`src/rtl/instr_fetch_decode_if.sv`:
```
// Signal bundle between the fetch/decode stage, its program memory and the MOV/ALU units.
// The master side is the fetch/decode stage; the slave side is memory plus execution units.
interface instr_fetch_decode_if #(
  parameter int PC_W    = 8,
  parameter int INSTR_W = 16
);
  // Handshakes: pmRdEn is a one-cycle read request with no back-pressure; pmData is
  // valid exactly one cycle later. MOVstr/ALUstr are one-cycle start strobes. IF and
  // aluDone are one-cycle done pulses, accepted only while the matching unit runs and
  // silently dropped at any other time (never queued).
  logic [PC_W-1:0]    pmAddr;
  logic               pmRdEn;
  logic [INSTR_W-1:0] pmData;
  logic [3:0]         opCode;
  logic [3:0]         opI;
  logic [7:0]         opJ;
  logic               MOVstr;
  logic               ALUstr;
  logic               IF;
  logic               aluDone;
  logic               halted;
  logic               execErr;
  logic [2:0]         dbgState;

  modport master (
    output pmAddr, pmRdEn, opCode, opI, opJ, MOVstr, ALUstr, halted, execErr, dbgState,
    input  pmData, IF, aluDone
  );

  modport slave (
    input  pmAddr, pmRdEn, opCode, opI, opJ, MOVstr, ALUstr, halted, execErr, dbgState,
    output pmData, IF, aluDone
  );
endinterface

```
`src/rtl/instr_fetch_decode.sv`:
```
// Fetch/decode control stage of the MOV sequencer: fetches, decodes and launches MOV or ALU ops.
// Define IFD_TIMEOUT_EN to add an EXEC watchdog (TMO_CYC) that raises the sticky execErr flag.
module instr_fetch_decode #(
  parameter int PC_W    = 8,
  parameter int INSTR_W = 16
`ifdef IFD_TIMEOUT_EN
  ,
  parameter int TMO_CYC = 32
`endif
) (
  input logic                  clk,
  input logic                  reset,
  instr_fetch_decode_if.master bus
);

  typedef enum logic [2:0] {
    ST_FETCH    = 3'd0,
    ST_WAIT     = 3'd1,
    ST_DECODE   = 3'd2,
    ST_EXEC_MOV = 3'd3,
    ST_EXEC_ALU = 3'd4,
    ST_HALT     = 3'd5
  } ifdState_e;

  localparam logic [3:0] OP_NOP   = 4'b0000;
  localparam logic [3:0] OP_MOV_A = 4'b1001;
  localparam logic [3:0] OP_MOV_B = 4'b1010;
  localparam logic [3:0] OP_HLT   = 4'b1111;

  ifdState_e          state;
  ifdState_e          nextState;
  logic [PC_W-1:0]    pc;
  logic [INSTR_W-1:0] ir;
  logic [3:0]         opCodeQ;
  logic [3:0]         opIQ;
  logic [7:0]         opJQ;
  logic               rdEnQ;
  logic               movStrQ;
  logic               aluStrQ;
  logic               haltedQ;
  logic               nextRdEn;
  logic               nextMovStr;
  logic               nextAluStr;
  logic               nextHalted;
  logic               tmoHit;
  logic [3:0]         irOp;
  logic [3:0]         memOp;

  assign irOp  = ir[INSTR_W-1 -: 4];
  assign memOp = bus.pmData[INSTR_W-1 -: 4];

  function automatic logic isMovOp(input logic [3:0] op);
    return (op == OP_MOV_A) || (op == OP_MOV_B);
  endfunction

  function automatic logic isAluOp(input logic [3:0] op);
    return !isMovOp(op) && (op != OP_NOP) && (op != OP_HLT);
  endfunction

  // State and registered Moore outputs.
  always_ff @(posedge clk or negedge reset) begin
    if (!reset) begin
      state   <= ST_FETCH;
      rdEnQ   <= 1'b0;
      movStrQ <= 1'b0;
      aluStrQ <= 1'b0;
      haltedQ <= 1'b0;
    end else begin
      state   <= nextState;
      rdEnQ   <= nextRdEn;
      movStrQ <= nextMovStr;
      aluStrQ <= nextAluStr;
      haltedQ <= nextHalted;
    end
  end

  // Out of reset FETCH holds one cycle until the registered read enable is high,
  // so the first read is actually issued before moving on.
  always_comb begin
    nextState = state;
    unique case (state)
      ST_FETCH:    if (rdEnQ) nextState = ST_WAIT;
      ST_WAIT:     nextState = ST_DECODE;
      ST_DECODE: begin
        if (isMovOp(irOp))       nextState = ST_EXEC_MOV;
        else if (irOp == OP_NOP) nextState = ST_FETCH;
        else if (irOp == OP_HLT) nextState = ST_HALT;
        else                     nextState = ST_EXEC_ALU;
      end
      ST_EXEC_MOV: if (bus.IF || tmoHit)      nextState = ST_FETCH;
      ST_EXEC_ALU: if (bus.aluDone || tmoHit) nextState = ST_FETCH;
      ST_HALT:     nextState = ST_HALT;
      default:     nextState = ST_FETCH;
    endcase
  end

  // Strobes are precomputed from the word being latched into IR so they appear in DECODE.
  always_comb begin
    nextRdEn   = (nextState == ST_FETCH);
    nextMovStr = (state == ST_WAIT) && isMovOp(memOp);
    nextAluStr = (state == ST_WAIT) && isAluOp(memOp);
    nextHalted = (nextState == ST_HALT);
  end

  always_ff @(posedge clk or negedge reset) begin
    if (!reset) begin
      pc      <= '0;
      ir      <= '0;
      opCodeQ <= '0;
      opIQ    <= '0;
      opJQ    <= '0;
    end else begin
      if (state == ST_WAIT) ir <= bus.pmData;
      if (state == ST_DECODE) begin
        opCodeQ <= irOp;
        opIQ    <= ir[INSTR_W-5 -: 4];
        opJQ    <= ir[7:0];
        pc      <= pc + PC_W'(1);
      end
    end
  end

`ifdef IFD_TIMEOUT_EN
  localparam int TMO_W = $clog2(TMO_CYC + 1);

  logic [TMO_W-1:0] tmoCnt;
  logic             inExec;
  logic             doneNow;
  logic             execErrQ;

  assign inExec  = (state == ST_EXEC_MOV) || (state == ST_EXEC_ALU);
  assign doneNow = ((state == ST_EXEC_MOV) && bus.IF) || ((state == ST_EXEC_ALU) && bus.aluDone);
  assign tmoHit  = inExec && (tmoCnt == TMO_W'(TMO_CYC - 1));

  // tmoCnt holds (EXEC cycle index - 1); a done in the final cycle beats the timeout.
  always_ff @(posedge clk or negedge reset) begin
    if (!reset) begin
      tmoCnt   <= '0;
      execErrQ <= 1'b0;
    end else begin
      if (state == ST_DECODE) tmoCnt <= '0;
      else if (inExec)        tmoCnt <= tmoCnt + TMO_W'(1);
      if (tmoHit && !doneNow) execErrQ <= 1'b1;
    end
  end

  assign bus.execErr = execErrQ;
`else
  assign tmoHit      = 1'b0;
  assign bus.execErr = 1'b0;
`endif

  assign bus.pmAddr   = pc;
  assign bus.pmRdEn   = rdEnQ;
  assign bus.opCode   = opCodeQ;
  assign bus.opI      = opIQ;
  assign bus.opJ      = opJQ;
  assign bus.MOVstr   = movStrQ;
  assign bus.ALUstr   = aluStrQ;
  assign bus.halted   = haltedQ;
  assign bus.dbgState = state;

endmodule

```
`src/flat_wrapper.sv`:
```
// flat-port wrapper written by rule: the top's interface ports become plain ports
module instr_fetch_decode_flat 
#(
  parameter int PC_W    = 8,
  parameter int INSTR_W = 16

)
  (clk, reset, bus_pmAddr, bus_pmRdEn, bus_opCode, bus_opI, bus_opJ, bus_MOVstr, bus_ALUstr, bus_halted, bus_execErr, bus_dbgState, bus_pmData, bus_IF, bus_aluDone);
  instr_fetch_decode_if #(.PC_W(PC_W), .INSTR_W(INSTR_W)) bus_i ();
  input logic clk;
  input logic reset;
  output wire logic [$bits(bus_i.pmAddr)-1:0] bus_pmAddr;
  output wire logic [$bits(bus_i.pmRdEn)-1:0] bus_pmRdEn;
  output wire logic [$bits(bus_i.opCode)-1:0] bus_opCode;
  output wire logic [$bits(bus_i.opI)-1:0] bus_opI;
  output wire logic [$bits(bus_i.opJ)-1:0] bus_opJ;
  output wire logic [$bits(bus_i.MOVstr)-1:0] bus_MOVstr;
  output wire logic [$bits(bus_i.ALUstr)-1:0] bus_ALUstr;
  output wire logic [$bits(bus_i.halted)-1:0] bus_halted;
  output wire logic [$bits(bus_i.execErr)-1:0] bus_execErr;
  output wire logic [$bits(bus_i.dbgState)-1:0] bus_dbgState;
  input wire logic [$bits(bus_i.pmData)-1:0] bus_pmData;
  input wire logic [$bits(bus_i.IF)-1:0] bus_IF;
  input wire logic [$bits(bus_i.aluDone)-1:0] bus_aluDone;
  assign bus_pmAddr = bus_i.pmAddr;
  assign bus_pmRdEn = bus_i.pmRdEn;
  assign bus_opCode = bus_i.opCode;
  assign bus_opI = bus_i.opI;
  assign bus_opJ = bus_i.opJ;
  assign bus_MOVstr = bus_i.MOVstr;
  assign bus_ALUstr = bus_i.ALUstr;
  assign bus_halted = bus_i.halted;
  assign bus_execErr = bus_i.execErr;
  assign bus_dbgState = bus_i.dbgState;
  assign bus_i.pmData = bus_pmData;
  assign bus_i.IF = bus_IF;
  assign bus_i.aluDone = bus_aluDone;
  instr_fetch_decode #(.PC_W(PC_W), .INSTR_W(INSTR_W)) u_core (.clk(clk), .reset(reset), .bus(bus_i));
endmodule
```
`config.mk`:
```
export PLATFORM = sky130hd
export DESIGN_NAME = instr_fetch_decode_flat
export DESIGN_NICKNAME = d
export VERILOG_FILES = /design/src/rtl/instr_fetch_decode_if.sv /design/src/rtl/instr_fetch_decode.sv /design/src/flat_wrapper.sv
export SDC_FILE = /design/constraint.sdc
export NUM_CORES = 1
export LEC_CHECK = 0
export CORE_MARGIN = 2
export CORE_UTILIZATION = 50
export DETAILED_ROUTE_END_ITERATION = 7
export DONT_BUFFER_PORTS = 1
export PLACE_DENSITY = 0.73
export SLEW_MARGIN = 20
export SYNTH_ARGS = -nofsm -noshare
export SYNTH_HDL_FRONTEND = slang
export SYNTH_SLANG_ARGS = --single-unit
```
`constraint.sdc`:
```
create_clock -name clk -period 2.4 [get_ports clk]
set_input_delay 0.48 -clock clk [delete_from_list [all_inputs] [get_ports clk]]
set_output_delay 0.48 -clock clk [all_outputs]
set_load 0.1 [all_outputs]
```
* Word-level counts from Yosys, hierarchy flattened *
Cells that the tools add are included.

storage, ports and cells
  bits in registers = 47
  bits of input ports = 20
  output and inout bits = 32
  logic and storage cells = 41

operators by class
  add/sub/neg operators = 1
  eq/ne operators = 12
  muxes and demuxes = 7
  reduce and logical (&&, ||, !) cells = 11

operators by type and width
  operator                                                          number
  4-bit == test (second input constant)                             5
  3-bit case mux with 6 select lines                                1
  3-bit 2-to-1 mux                                                  5
  3-bit == test (second input constant)                             3
  8-bit by 1-bit adder with 8-bit output (second input constant)    1
  3-bit by 2-bit == test with 1-bit output (second input constant)  2
  3-bit logical NOT                                                 2
  1-bit logical AND                                                 4
  4-bit logical NOT                                                 1
  4-bit inequality test (second input constant)                     1
  4-bit nonzero test                                                1
  3-bit by 1-bit == test with 1-bit output (second input constant)  1
  1-bit logical OR                                                  2
  1-bit logical NOT                                                 1
  1-bit 2-to-1 mux                                                  1

* Depth between registers and ports, before layout *
Gate-level depths: netlist of run 1.

  depth after elaboration = 6
  mapped depth = 5

* Worst setup path before layout of run 1 *
OpenSTA, ideal clock, no wires.

  kind = register to register
  from = reg u_core.state[1], in the netlist u_core.bus.dbgState[1]
  to = reg u_core.pc[1], in the netlist u_core.bus.pmAddr[1]
  setup time = 0.126 ns
  data arrival time = 1.981 ns
  data required time = 2.274 ns
  setup slack = 0.293 ns
  cell stages (with the launch flop) = 4
  path buffers = 1
  cells stage by stage = dfrtp_1 > nor3b_2 > buf_2 > mux2_2

between the ends
  word-level cells in the longest chain between the ends = 1

RTL lines
  what                                      RTL line                   RTL
  start: declaration                        instr_fetch_decode.sv:30   ifdState_e state;
  start signal: assignment                  instr_fetch_decode.sv:69   state <= nextState;
  3-bit by 2-bit == test with 1-bit output  instr_fetch_decode.sv:114  if (state == ST_DECODE) begin
  end signal: assignment                    instr_fetch_decode.sv:118  pc <= pc + PC_W'(1);
  end: declaration                          instr_fetch_decode.sv:32   logic [PC_W-1:0] pc;

No other way between the ends.
A chain may end at the register's enable or synchronous reset.

* Final worst setup path of run 1 *
  from = reg u_core.opCodeQ[0], in the netlist u_core.bus.opCode[0]
  to = out bus_opCode[0]

RTL lines
  what                      RTL line                   RTL
  start: declaration        instr_fetch_decode.sv:34   logic [3:0] opCodeQ;
  start signal: assignment  instr_fetch_decode.sv:115  opCodeQ <= irOp;
  end: declaration          flat_wrapper.sv:14         output wire logic [$bits(bus_i.opCode)-1:0] bus_opCode;

No word-level cell between the ends.

==> run summary, run 1 <==
### Worst setup path
- Worst EP required: 1.92 ns
- Max Fanout on Critical Path: 2
- endpoint of the worst-slack reg-to-reg timing path: u_core.bus.pmAddr[7]
- beginning of the worst register-to-register path: u_core.bus.dbgState[0]
- Data arrival, critical path: 1.25 ns
- Crit. End Element: primary output
- R2R depth: 5
- Worst Path Class, Setup: reg -> out
- setup slack, reg-to-reg: 0.82 ns
- kind of start point of the critical path: flop

### Logic synthesis
- number of register bits inferred by synthesis: 47
- Post-Synthesis Cells: 137
- Synth area leaders: dfrtp_1 60%, mux2_2 15%, mux2_1 4.1%
- top-area cell type share of the netlist area: 0.6049
- cell type contributing the most total cell area after synthesis: dfrtp_1
- Synth Area per Inst: 14.19 sq um
- number of nets in the synthesized netlist: 158
- number of unique standard cell types used by synthesis: 35
- Warnings, synthesis: 0
- cell area after synthesis: 1944 sq um
- fraction of the yosys area taken by sequential cells: 0.6049

### Floorplanning
- core area: 3689 sq um
- FP Rows: 22
- Die Area: 4404 sq um
- I/O pins: 52
- Die Height: 66.36 um
- Starting Density: 0.5271
- width of the die: 66.36 um

### Global route
- maximum number of pins on one net before global-route repair: 48
- number of antenna violations at the first check in global routing: 0
- GR Util All Layers: 0.1797
- wire length of the first global-routing pass: 5713 um
- global-route congestion overflow total: 0
- number of global-route vias before repair: 1207

### Cells and area
- most used cells in the layout excluding fill and tap cells: 47 x dfrtp_1, 26 x mux2_2, 18 x buf_4
- n_diodes: 0
- ratio of cells with drive above 1 in the final layout: 0.3567
- leading cell type in the layout, fill and taps excluded: dfrtp_1
- Syn-to-layout area delta: 14.74%
- net count of the finished layout: 178

### Clocking
- TritonCTS clock tree: built
- post-cts gate resize count: 0
- total of hold buffers inserted after clock tree synthesis: 1
- clock latency at the later pin of the worst-skew pair: 0.30 ns
- clk sink count: 47
- htree depth: 2
- post-CTS repair timing setup buffer count: 0
- clock-pin slew on the worst setup and hold paths: 0.08 ns
- buffers from clock root to sink, at most: 2
- cell at the root of the clock tree: clkbuf_8
- TritonCTS Buffers: 5

### Detailed routing
- Detailed Routing Iterations Pass 1: 3
- number of remaining DRC errors: 0
- total vias in the final route: 1139
- Routed wire per std cell: 16.63 um
- residual antenna-violating net count after detailed routing: 0
- wire length reported by the detailed router: 3409 um
- drt via density: 5.556
- DRC marker count from the first detailed-route iteration: 37

### STA
- Setup-failing EPs final: 0
- final count of pins violating max slew: 0
- post-route clock period utilization: 0.7203
- RSZ-0062 raised after global routing: false
- minimum period implied by the final worst setup slack: 1.729 ns
- Max Clock Skew: 0.006512 ns
- Worst Tran Pin Value: 0.9223 ns
- slew margin rel.: 0.3851
- count of final hold-check violations: 0
- Setup TNS: 0 ns
- maximum operating frequency: 578.4 MHz

### Placement
- final RePlAce weighted congestion: 0.7788
- placed wire-length estimate after detailed placement: 2514 um
- input/output buffers: 0

### Run
- number of maximum-capacitance constraint violations: 0

### Worst hold path
- class of the tightest hold or removal check: in -> async

### Status
- run status: finished clean

-- final cells by class --
class / instances / area [sq um]
clock inverter: 1 / 5.005
tap: 48 / 60.06
timing repair buffer: 19 / 162.7
fill: 320 / 1458
sequential: 47 / 1176
multi-input combinational: 84 / 744.5
clock buffer: 6 / 82.58
-- per-stage QoR --
step	setup WS [ns]	utilization	cells	cell area [sq um]	hold WS (ns)
6_report	0.6712	0.6048	205	2231	0.01329
4_1_cts	0.6590	0.6048	205	2231	0.01925
5_1_grt	0.6345	0.6048	205	2231	0.02452
2_1_floorplan	0.2932	-	137	1944	0.1844
3_5_place_dp	0.8064	0.5736	197	2116	0.1856
3_3_place_gp	0.8601	0.5736	197	2116	0.1856
-- how the worst max path moves through the flow --
stage / startpoint / to / slack (ns) / cells after the start
after floorplan: u_core.bus.dbgState[1] / u_core.bus.pmAddr[1] / 0.29 / 3
after global placement: u_core.bus.dbgState[0] / u_core.bus.pmAddr[7] / 0.86 / 5
after detailed placement: u_core.bus.dbgState[0] / u_core.bus.pmAddr[6] / 0.81 / 5
after CTS: u_core.bus.opCode[1] / bus_opCode[1] / 0.66 / 0
after global routing: u_core.bus.opCode[1] / bus_opCode[1] / 0.63 / 0
final: u_core.bus.opCode[0] / bus_opCode[0] / 0.67 / 0
-- synthesized netlist by cell type, drive strengths merged --
library cell   n
nor3b          3
buf            6
or3b           1
nand2b         3
dfrtp         47
and4b          1
nor2           2
o41ai          1
o21ai          2
nand4          2
a21o           1
nand3          2
nand4bb        1
nor4           1
xnor2          5
and2           1
and4           1
xor2           5
nand3b         1
conb           1
nor3           2
and3           1
mux2          33
nor2b          2
a311o          1
ha             1
a21oi          2
nand2          6
and4bb         1
a22oi          1
-- metal layers --
metal  wire [um]  track usage  vias up  part of all wire
li1            -            -      516                 -
met3         251      0.06985        8             0.074
met2        1701       0.2875       36              0.50
met4          79      0.08418        0             0.023
met5           0            0        -                 0
met1        1376       0.2123      579              0.40
-- state kept, by name, indices dropped and copies added (netlist names) --
register and count:
u_core.bus.ALUstr 1, u_core.bus.pmRdEn 1, u_core.bus.opJ 8, u_core.bus.opCode 4, u_core.bus.pmAddr 8, u_core.bus.halted 1, u_core.ir 16, u_core.bus.opI 4
u_core.bus.MOVstr 1, u_core.bus.dbgState 3
-- cells by family after synthesis --
| logic type | after synthesis | share of synthesized area |
|---|---|---|
| other | 1 | 0.001929 |
| buffers and inverters | 6 | 0.01802 |
| multiplexers | 33 | 0.1911 |
| flip-flops | 47 | 0.6049 |
| XOR/XNOR | 10 | 0.04504 |
| adder cells (fa/ha/maj) | 1 | 0.006434 |
| AND/OR/NAND/NOR | 31 | 0.1049 |
| AO/OA/AOI/OAI | 8 | 0.02767 |
-- worst reg2reg max path, stage by stage, from the launching register on --
cell	delay, ns
dfrtp_1	0.48
nor3b_4	0.21
buf_4	0.31
and3_1	0.25
nand3_1	0.10
xnor2_1	0.13
Power of run 1 is not shown: default switching activity piles up to over one toggle a cycle in this logic, so the estimate is an artifact.
==> run 2, diff against run 1 <==
clock period = 1.6 ns   (was 2.4 ns; I/O delays follow)
==> run 2 against run 1 <==
  * Core utilization grew 4.8 points
  * Die area is the same
  * Sequential share of layout area shrank 3.1 points
  * Count of clock-buffer cells in the layout is the same
  * Critical path depth grew 3
  * Register-to-register slack lost 0.76 ns
  * Flip-flop and latch count is the same
  * Hold slack gained 0.094 ns
  * Global-route usage shrank 0.19 points
  * Non-clock buffer count grew 20
  * Via count grew 3.8%
  * Critical path type is now reg -> reg
  * Highest routed layer unchanged
==> run summary, run 2 (synthesis gave the netlist of run 1 again) <==
### Floorplanning
- Die Area: 4404 sq um
- core area: 3689 sq um
- FP Rows: 22
- Starting Density: 0.5271
- width of the die: 66.36 um
- Die Height: 66.36 um
- I/O pins: 52

### STA
- Setup TNS: 0 ns
- minimum period implied by the final worst setup slack: 1.536 ns
- post-route clock period utilization: 0.9598
- final count of pins violating max slew: 0
- maximum operating frequency: 651.2 MHz
- RSZ-0062 raised after global routing: false
- Setup-failing EPs final: 0
- Max Clock Skew: 0.002789 ns
- post-route worst hold slack: 0.1069 ns
- count of final hold-check violations: 0

### Placement
- input/output buffers: 0
- Post-DP Area: 2277 sq um
- placed wire-length estimate after detailed placement: 2500 um
- final RePlAce weighted congestion: 0.7293

### Worst setup path
- kind of start point of the critical path: flop
- Data arrival, critical path: 1.71 ns
- cell type group with the largest total delay on the critical path: flip-flops
- Worst Path Class, Setup: reg -> reg
- Max stage delay cell, worst path: dfrtp_4
- critical path, cell by cell: nor3b_2 -> buf_4 -> mux2_2
- CP max stage delay: 0.53 ns
- Buf+Inv Stages, Crit Path: 1
- Crit. End Element: flop
- Worst EP required: 1.78 ns
- Max Fanout on Critical Path: 12

### Detailed routing
- DRC marker count from the first detailed-route iteration: 56
- total vias in the final route: 1182
- drt via density: 5.230
- wire length reported by the detailed router: 3410 um
- residual antenna-violating net count after detailed routing: 0
- Routed wire per std cell: 15.09 um
- number of remaining DRC errors: 0
- Detailed Routing Iterations Pass 1: 5

### Cells and area
- ratio of cells with drive above 1 in the final layout: 0.4775
- leading cell type in the layout, fill and taps excluded: dfrtp_1
- net count of the finished layout: 198
- Reg area: 1195 sq um
- n_diodes: 0
- post-route design area: 2407 sq um
- number of flip-flops under the largest register name: 16
- share of the core filled with cells: 0.6526
- largest register by flop count: u_core.ir
- most used cells in the layout excluding fill and tap cells: 38 x dfrtp_1, 36 x buf_4, 26 x mux2_2
- area of the multi-input gates: 748.2 sq um
- Syn-to-layout area delta: 23.81%
- fill count: 304

### Run
- number of maximum-capacitance constraint violations: 0

### Clocking
- cell at the root of the clock tree: clkbuf_8
- clock latency at the later pin of the worst-skew pair: 0.29 ns
- buffers from clock root to sink, at most: 2
- TritonCTS clock tree: built
- post-CTS repair timing setup buffer count: 0
- clock-pin slew on the worst setup and hold paths: 0.08 ns
- clk sink count: 47
- TritonCTS Buffers: 5
- htree depth: 2

### Global route
- global-route congestion overflow total: 0
- number of antenna violations at the first check in global routing: 0
- wire length of the first global-routing pass: 5775 um
- GR Util All Layers: 0.1778
- maximum number of pins on one net before global-route repair: 48
- number of global-route vias before repair: 1237

### Status
- run status: finished clean

### Worst hold path
- class of the tightest hold or removal check: in -> reg

## run 2: changes by cell type in the layout (fill, tap and decap cells not counted), moves of 3 or more
| cell | before | now |
|---|---|---|
| buf_4 | 18 | 36 |
| dfrtp_1 | 47 | 38 |
| dfrtp_2 | 0 | 6 |
| dfrtp_4 | 0 | 3 |
## run 2: timing repair
item | CTS | global route
hold endpoints to repair | 47 | 0
hold buffers | 2 | 0
gates resized for setup | 0 | 2
setup endpoints to repair | 0 | 1
## run 2: layer usage
metal  vias up  share of wire  global-route usage
met5         -              0                   0
met4         0          0.010             0.06888
met3         2          0.065             0.06303
met2        35           0.50              0.2925
met1       587           0.43              0.2128
li1        558              -                   -
## run 2: cell type report
class                      instances  area share
tap                               48     0.02495
clock buffer                       6     0.03015
timing repair buffer              39      0.1325
sequential                        47      0.4964
clock inverter                     2    0.005198
multi-input combinational         84      0.3108
## run 2: worst paths after layout
path | startpoint | end | slack (ns) | cells past startpoint
worst max-delay path | u_core.bus.dbgState[2] | u_core.ir[0] | 0.06 | 3
worst min-delay path | bus_pmData[15] | u_core.bus.ALUstr | 0.11 | 1
worst max register to register | u_core.bus.dbgState[2] | u_core.ir[0] | 0.06 | 3
worst min register to register | u_core.bus.pmAddr[7] | u_core.bus.pmAddr[7] | 0.48 | 1
max in group asynchronous | reset | u_core.bus.dbgState[2] | 0.85 | 2
min in group asynchronous | reset | u_core.bus.pmAddr[7] | 0.52 | 2
## run 2: per-stage QoR
stage	instances	worst slack [ns]
after global routing	226	0.003077
final	226	0.06439
after detailed placement	216	0.07584
after floorplan	137	-0.04182
after global placement	216	0.1002
after CTS	226	0.06505
Power of run 2 is left out for the same reason.
